==> config.mk <==
export PLATFORM = sky130hd
export DESIGN_NAME = unibus_arb
export DESIGN_NICKNAME = d
export VERILOG_FILES = /design/src/rtl/unibus_arb.sv
export SDC_FILE = /design/constraint.sdc
export NUM_CORES = 1
export LEC_CHECK = 0
export ABC_CLOCK_PERIOD_IN_PS = 2360
export CORE_MARGIN = 10
export CORE_UTILIZATION = 51
export CTS_CLUSTER_SIZE = 16
export DETAILED_ROUTE_END_ITERATION = 10
export GPL_TIMING_DRIVEN = 0
export PLACE_DENSITY = 0.77
export SYNTH_ARGS = -nofsm -noshare
export SYNTH_HDL_FRONTEND = slang
export SYNTH_SLANG_ARGS = --single-unit
==> constraint.sdc <==
create_clock -name clk -period 2.36 [get_ports clk]
set_input_delay 0.708 -clock clk [delete_from_list [all_inputs] [get_ports clk]]
set_output_delay 0.708 -clock clk [all_outputs]
set_load 0.05 [all_outputs]
==> src/rtl/unibus_arb.sv <==
// Central Unibus arbiter: picks one of NPR / BR7..BR4 against the CPU priority
// and drives a single grant line, dropping it on SACK, withdrawal or timeout.
module unibus_arb #(
  parameter int TIMEOUT = 500
) (
  input  logic       clk,
  input  logic       reset,
  input  logic       bus_init,
  input  logic [7:4] bus_br,
  input  logic       bus_npr,
  input  logic       bus_sack,
  input  logic [2:0] cpu_prio,
  input  logic       cpu_br_enb,
  output logic [7:4] bus_bg,
  output logic       bus_npg,
  output logic       nosack
);

  localparam int CW = (TIMEOUT > 1) ? $clog2(TIMEOUT) : 1;
  localparam logic [CW-1:0] CNT_LAST = CW'(TIMEOUT - 1);

  typedef enum logic [1:0] {IDLE, GRANT, SACKED} state_t;

  state_t        state_q;
  logic [CW-1:0] cnt_q;
  logic [4:0]    sel_q;     // one-hot {NPG, BG7, BG6, BG5, BG4}
  logic [4:0]    grant_q;
  logic          nosack_q;
  logic [4:0]    sel_d;
  logic          req_held;

  // NPR ignores masking; BRn must beat the processor priority.
  always_comb begin
    sel_d = '0;
    if (bus_npr)                                    sel_d = 5'b10000;
    else if (cpu_br_enb) begin
      if      (bus_br[7] && (cpu_prio < 3'd7))      sel_d = 5'b01000;
      else if (bus_br[6] && (cpu_prio < 3'd6))      sel_d = 5'b00100;
      else if (bus_br[5] && (cpu_prio < 3'd5))      sel_d = 5'b00010;
      else if (bus_br[4] && (cpu_prio < 3'd4))      sel_d = 5'b00001;
    end
  end

  assign req_held = |(sel_q & {bus_npr, bus_br});

  always_ff @(posedge clk) begin
    if (reset || bus_init) begin
      state_q  <= IDLE;
      cnt_q    <= '0;
      sel_q    <= '0;
      grant_q  <= '0;
      nosack_q <= 1'b0;
    end else begin
      nosack_q <= 1'b0;
      case (state_q)
        IDLE: begin
          if (|sel_d) begin
            sel_q   <= sel_d;
            grant_q <= sel_d;
            cnt_q   <= '0;
            state_q <= GRANT;
          end
        end
        GRANT: begin
          if (bus_sack) begin
            grant_q <= '0;
            state_q <= SACKED;
          end else if (!req_held) begin
            grant_q <= '0;
            state_q <= IDLE;
          end else if (cnt_q == CNT_LAST) begin
            grant_q  <= '0;
            nosack_q <= 1'b1;
            state_q  <= IDLE;
          end else begin
            cnt_q <= cnt_q + 1'b1;
          end
        end
        SACKED: begin
          // BBSY is not watched: the next master waits for it itself.
          if (!bus_sack) state_q <= IDLE;
        end
        default: state_q <= IDLE;
      endcase
    end
  end

  assign bus_bg  = grant_q[3:0];
  assign bus_npg = grant_q[4];
  assign nosack  = nosack_q;

endmodule

==> impl_metrics.toml <==
[run_status]
status = "finished clean"

[setup_path]
cp_slowest_stage_delay_ns = 0.55
critPathTopFamily = "buffers and inverters"
crit_chain = "clkdlybuf4s50_1 > a222oi_1 > a21oi_4 > nand3_4 > buf_8 > or3_2 > a21oi_1"
critPathBufInv = 2
r2r-start = "cnt_q[0]"
critPathCaptureType = "register"
critPathRequiredTime_ns = 2.60
crit_type = "in -> reg"
slowest_stage = "clkdlybuf4s50_1"
critPathLaunchType = "input pin"
arrival_ns = 2.49
cp_max_fo = 10
startpoint = "bus_br[7]"

[floorplan]
rows = 16
die-area_um2 = 4340
initial_utilization = 0.542
die_width_um = 65.9
die_y_um = 65.9
coreArea_um2 = 1980
io_pins = 19

[synth]
synthMostInstantiatedCell = "dfxtp_1"
syn_nets = 129
synth_top_cell_by_area = "dfxtp_1"
netlist_area_um2 = 1070
synth_top_flop_cell = "dfxtp_1"
yosys_warnings = 0
synthTopCellsByCount = "22 x dfxtp_1, 10 x nand2_1, 9 x nor2_1, 8 x a21oi_1, 6 x nand4_1"
synthTopCellsByArea = "dfxtp_1 41%, a21oi_1 3.7%, a32o_1 3.7%, a21o_1 3.5%, nand2_1 3.5%"
synth_edf_count = 0
syn_area_per_cell_um2 = 9.35
synth_top_area_frac = 0.410
synthCells = 115
synth_cell_types = 38
async_flop_share = 0
seq_area_frac_synth = 0.410
yosys_register_bits = 22

[drt]
routedWlPerCell_um = 14.1
ant_nets = 0
firstDrtPassIters = 4
wl_um = 2320
vias = 964
drc_errors = 0
avgViaCountPerCell = 5.88
drtIter0Drc = 38

[hold_path]
worstHoldStart = "sel_q[0]"
min_path_type = "reg -> reg"

[grt]
grt_use_met1 = 0.140
grt_overflow_total = 0
met2_usage = 0.174
met3_usage = 0.0254
grt_max_degree = 12
grt_pass1_wl_um = 3860
gr-usage-all-layers = 0.112
antenna_found_initial = 0
grt_pass1_vias = 853
busiest_layer = "met2"

[place]
portBuffers = 18
place.gp.congestion = 0.779
placed_cell_area_um2 = 1290
dpl.hpwl_um = 1820
dp_slack_ns = -0.287

[flow_run]
cap_violations = 0

[cts]
postCtsHoldBufs = 0
cts_tree = "done"
cts_sinks = 22
cts_buffer_depth = 2
path_clk_slew_ns = 0.12
numCtsBuffers = 3
clk_latency_ns = 0.30
cts-root-buf = "clkbuf_4"
h-tree-depth = 1

[timing]
post-route-min-period_ns = 2.25
fin_skew_ns = 0.00555
period_share = 0.955
relSlewSlack = 0.660
fin_ws_ns = 0.106
max_freq_mhz = 444
finalHoldViolations = 0
worstMarginPinSlew_ns = 0.510
setup_viol = 0
final_max_slew_viol_count = 0

[cells_and_area]
utilization = 0.670
antennaDiodeCount = 0
stdcell_area_um2 = 1330
num-nets-final = 153
drive_gt1_frac = 0.117
area_growth_pct = 23.5

[power_and_ir_drop]
p_leak_nw = 0.521
vdd_ir_drop_max_mv = 0.402
powerDensity_nw_per_um2 = 473
==> what timing repair did <==
action	in CTS	in global routing
endpoints found under the hold margin	0	0
resized for setup	0	3
buffers inserted	0	1
endpoints found under the setup margin	0	7
==> cell type report <==
type	count	area, um2
Tap cell	27	33.8
Clock buffer	3	22.5
Timing Repair Buffer	19	193
Buffer	2	20.0
Multi-Input combinational cell	90	614
Sequential cell	22	440
Inverter	1	3.75
Fill cell	168	654
==> worst min-delay path: stages, from the launching register on <==
cell and delay (ns):
dfxtp_1 0.34, nand2_1 0.05, nand2_1 0.04
==> registers in the layout (all words and copies together), names as in the netlist <==
| register | cells |
|---|---|
| cnt_q | 9 |
| grant_q | 5 |
| sel_q | 5 |
| state_q | 2 |
| nosack | 1 |
==> final timing paths <==
path / slack [ns] / cells after the start / endpoint
min reg2reg: 0.46 / 2 / sel_q[0]
max reg2reg: 0.43 / 8 / cnt_q[0]
min: 0.46 / 2 / sel_q[0]
max: 0.11 / 7 / cnt_q[4]
==> cells in the final DEF (no fill, tap or decap), drive strengths merged, types with 2 or more instances in the layout <==
cell type	count
o21ai	2
a32o	4
nand4	6
nand2	10
nor2b	2
or4	4
and3	3
o22ai	2
clkbuf	3
nor2	9
a21oi	11
dlymetal6s2s	2
xor2	4
or2	2
buf	3
mux2i	2
a21o	5
o31ai	3
or3	2
nand2b	2
nand3	5
clkdlybuf4s50	16
dfxtp	22
==> power breakdown <==
part | leakage [nW] | switching [mW] | internal [mW] | total (mW)
registers | 0.178 | 0.00322 | 0.376 | 0.379
clock network | 0.0138 | 0.110 | 0.0596 | 0.169
logic | 0.329 | 0.0425 | 0.0372 | 0.0798
total | 0.521 | 0.155 | 0.473 | 0.628
==> per-layer routing <==
layer	share of wire	wire length (um)
met1	0.44	1030
met2	0.49	1140
met3	0.047	108
met4	0.020	46
met5	0	0
==> cell families after synthesis <==
logic type | synth area share
AND/OR/NAND/NOR | 0.264
XOR/XNOR | 0.0326
AO/OA/AOI/OAI | 0.241
adder cells (fa/ha/maj) | 0.0116
multiplexers | 0.0186
flip-flops | 0.410
buffers and inverters | 0.0221
==> stage by stage <==
stage	total power [mW]	TNS (ns)	hold WS, ns	cells
floorplan	0.427	0	0.422	115
global placement	0.464	-2.51	0.434	160
detailed placement	0.465	-2.83	0.444	160
CTS	0.630	0	0.462	163
global route	0.646	-0.00516	0.490	164
finish	0.628	0	0.463	164
Power figures use the tool's default switching activity.
==> variant (same settings) <==
`TIMEOUT`: 500 -> 250.
--- a/src/rtl/unibus_arb.sv
+++ b/src/rtl/unibus_arb.sv
@@ -3,3 +3,3 @@
 module unibus_arb #(
-  parameter int TIMEOUT = 500
+  parameter int TIMEOUT = 250
 ) (
Behaviour: no difference found for any inputs over 10 cycles, from zero or initial values; that may be too few to reach the edited logic, so the function may still have changed.
==> variant against the original RTL <==
Clock power grew 11%. Via count up 25%. Sequential cell count decreased by 1. Synthesized cell count rose by 20%. Critical path depth fell by 2. Final area rose by 11%. Synthesized area rose by 11%. Sequential power shrank 5%. Clock skew increased by 0.51 ps. Worst setup slack worse by 3.3 ps. Global-route usage rose by 2.9 points. Total power rose by 4.7%. Wire length grew 42%. Critical endpoint is now sel_q[1]. Largest power group unchanged.
==> variant: results (changes against the original RTL) <==
metric	value	unit	change
n_diodes	0		unchanged
1st-iter DRT viols	58		+53%
vias in the first global route	1080		+27%
CTS Buffer Depth	2		unchanged
Post-synth top cells	dfxtp_1, a21oi_1, nand2_1		
vias	1203		+25%
GR Util met2	21.3	%	+3.9 points
Max IR drop VDD	0.000296	V	-26%
M3 GR Usage	3.43	%	+0.88 points
cts repair resizes	0		unchanged
Worst-path clk slew	130	ps	
run status	completed		
met1 Track Usage GR	18.5	%	+4.5 points
initial antenna violation count	0		unchanged
Gate Count Post-Synth	138		+20%
max_slew headroom	64.3	%	-1.7 points
largest net degree at the start of global routing	14		+2
H-tree Lvls	1		unchanged
Min-Delay Path Class	reg2reg		
gpl congestion	0.942		+21%
synth unique cells	48		+26%
Leakage	0.469	nW	-9.9%
Nets	179		+17%
clk root buf	clkbuf_4		
Seq/Total Area, Yosys	35.1	%	-5.9 points
clk_lat worst skew	310	ps	
cell family with most CP delay	compound AO/OA/AOI/OAI gates		
Setup Buffers After CTS	0		unchanged
Port Buf Inserts	18		unchanged
Filler Cell Count	197		+17%
drt pass-1 iters	4		unchanged
Most used DFF post-synth	dfxtp_1		
Vias per Instance	6.30		+7.2%
GRT Resource Usage Total	14.0	%	+2.9 points
synthesized net count	153		+19%
slowest stage delay, CP	590	ps	+40 ps
first-pass GRT wire length	5.10	mm	+32%
Routed WL	3.28	mm	+42%
Num CTS Buffers	3		unchanged
worst-path cell with the longest stage delay	clkdlybuf4s50_1		
Yosys warnings	0		unchanged
Synth area leaders	dfxtp_1, a21oi_1, o211ai_1		
hpwl dp	2.38	mm	+31%
clk_skew	6.06	ps	+0.510 ps
Post-synth ARST share	0	%	unchanged
critical path peak fanout	7		-3
biggest regs	cnt_q (8), grant_q (5), sel_q (5)		
Worst Path Arrival	2500	ps	
layout cell share with drive strength beyond 1	12.3	%	+0.59 points
variant: cell types whose count changed in the layout (fill, tap and decap cells not counted), moves of 4 or more:
cell      change
o21ai_0       +5
nor2_1        -4
o211ai_1      +6
inv_1         +4
a21oi_1       +4
nand4_1       -4
a32o_1        -4
variant: metal layers:
layer / part of all wire, % / up-vias
met1: 45 / 577
met4: 1.1 / 0
met5: 0 / -
met3: 6.8 / 4
li1: - / 587
met2: 47 / 35
variant: kinds of logic after synthesis:
logic type,Yosys count,synth area share (%)
AO/OA/AOI/OAI,49,29.4
XOR/XNOR,2,1.46
flip-flops,21,35.1
adder cells (fa/ha/maj),2,2.09
multiplexers,1,0.836
buffers and inverters,9,4.18
AND/OR/NAND/NOR,54,27.0
variant: final timing paths:
check,endpoint,depth (start not counted),from,slack [ps]
worst min register to register,sel_q[2],2,sel_q[2],500
worst max register to register,cnt_q[6],6,state_q[1],540
worst max-delay path,sel_q[1],5,cpu_prio[2],100
worst min-delay path,sel_q[2],2,sel_q[2],500
variant: area by class of cell:
cell class	count	share of cell area, %
plain buffers	4	2.12
well taps	28	2.37
clock buffers	3	1.52
inverters	5	1.27
repair buffers	21	14.6
flip-flops and latches	21	28.5
clock inverters	1	0.508
multi-input cells	108	49.2
variant: worst register-to-register path, delay by kind of cell (launching register included):
kind | cells | cell delay [ps]
flip-flops | 1 | 330
AO/OA/AOI/OAI | 1 | 230
multiplexers | 1 | 210
buffers and inverters | 2 | 290
AND/OR/NAND/NOR | 2 | 700
variant: power by group:
group          internal (W)  switching, W
clock             0.0000646      0.000122
sequential         0.000359    0.00000236
combinational     0.0000475     0.0000620
total              0.000471      0.000187
variant: metrics by stage:
step	worst slack, ps	hold WS [ps]	instance area [um2]	power, W	util (%)
final	102	496	1480	0.000657	66.2
after global routing	37.2	509	1480	0.000682	66.2
after CTS	37.5	493	1440	0.000655	64.6
after detailed placement	-304	473	1410	0.000470	63.2
after global placement	-255	448	1410	0.000468	63.2
after floorplan	429	439	1200	0.000424	-
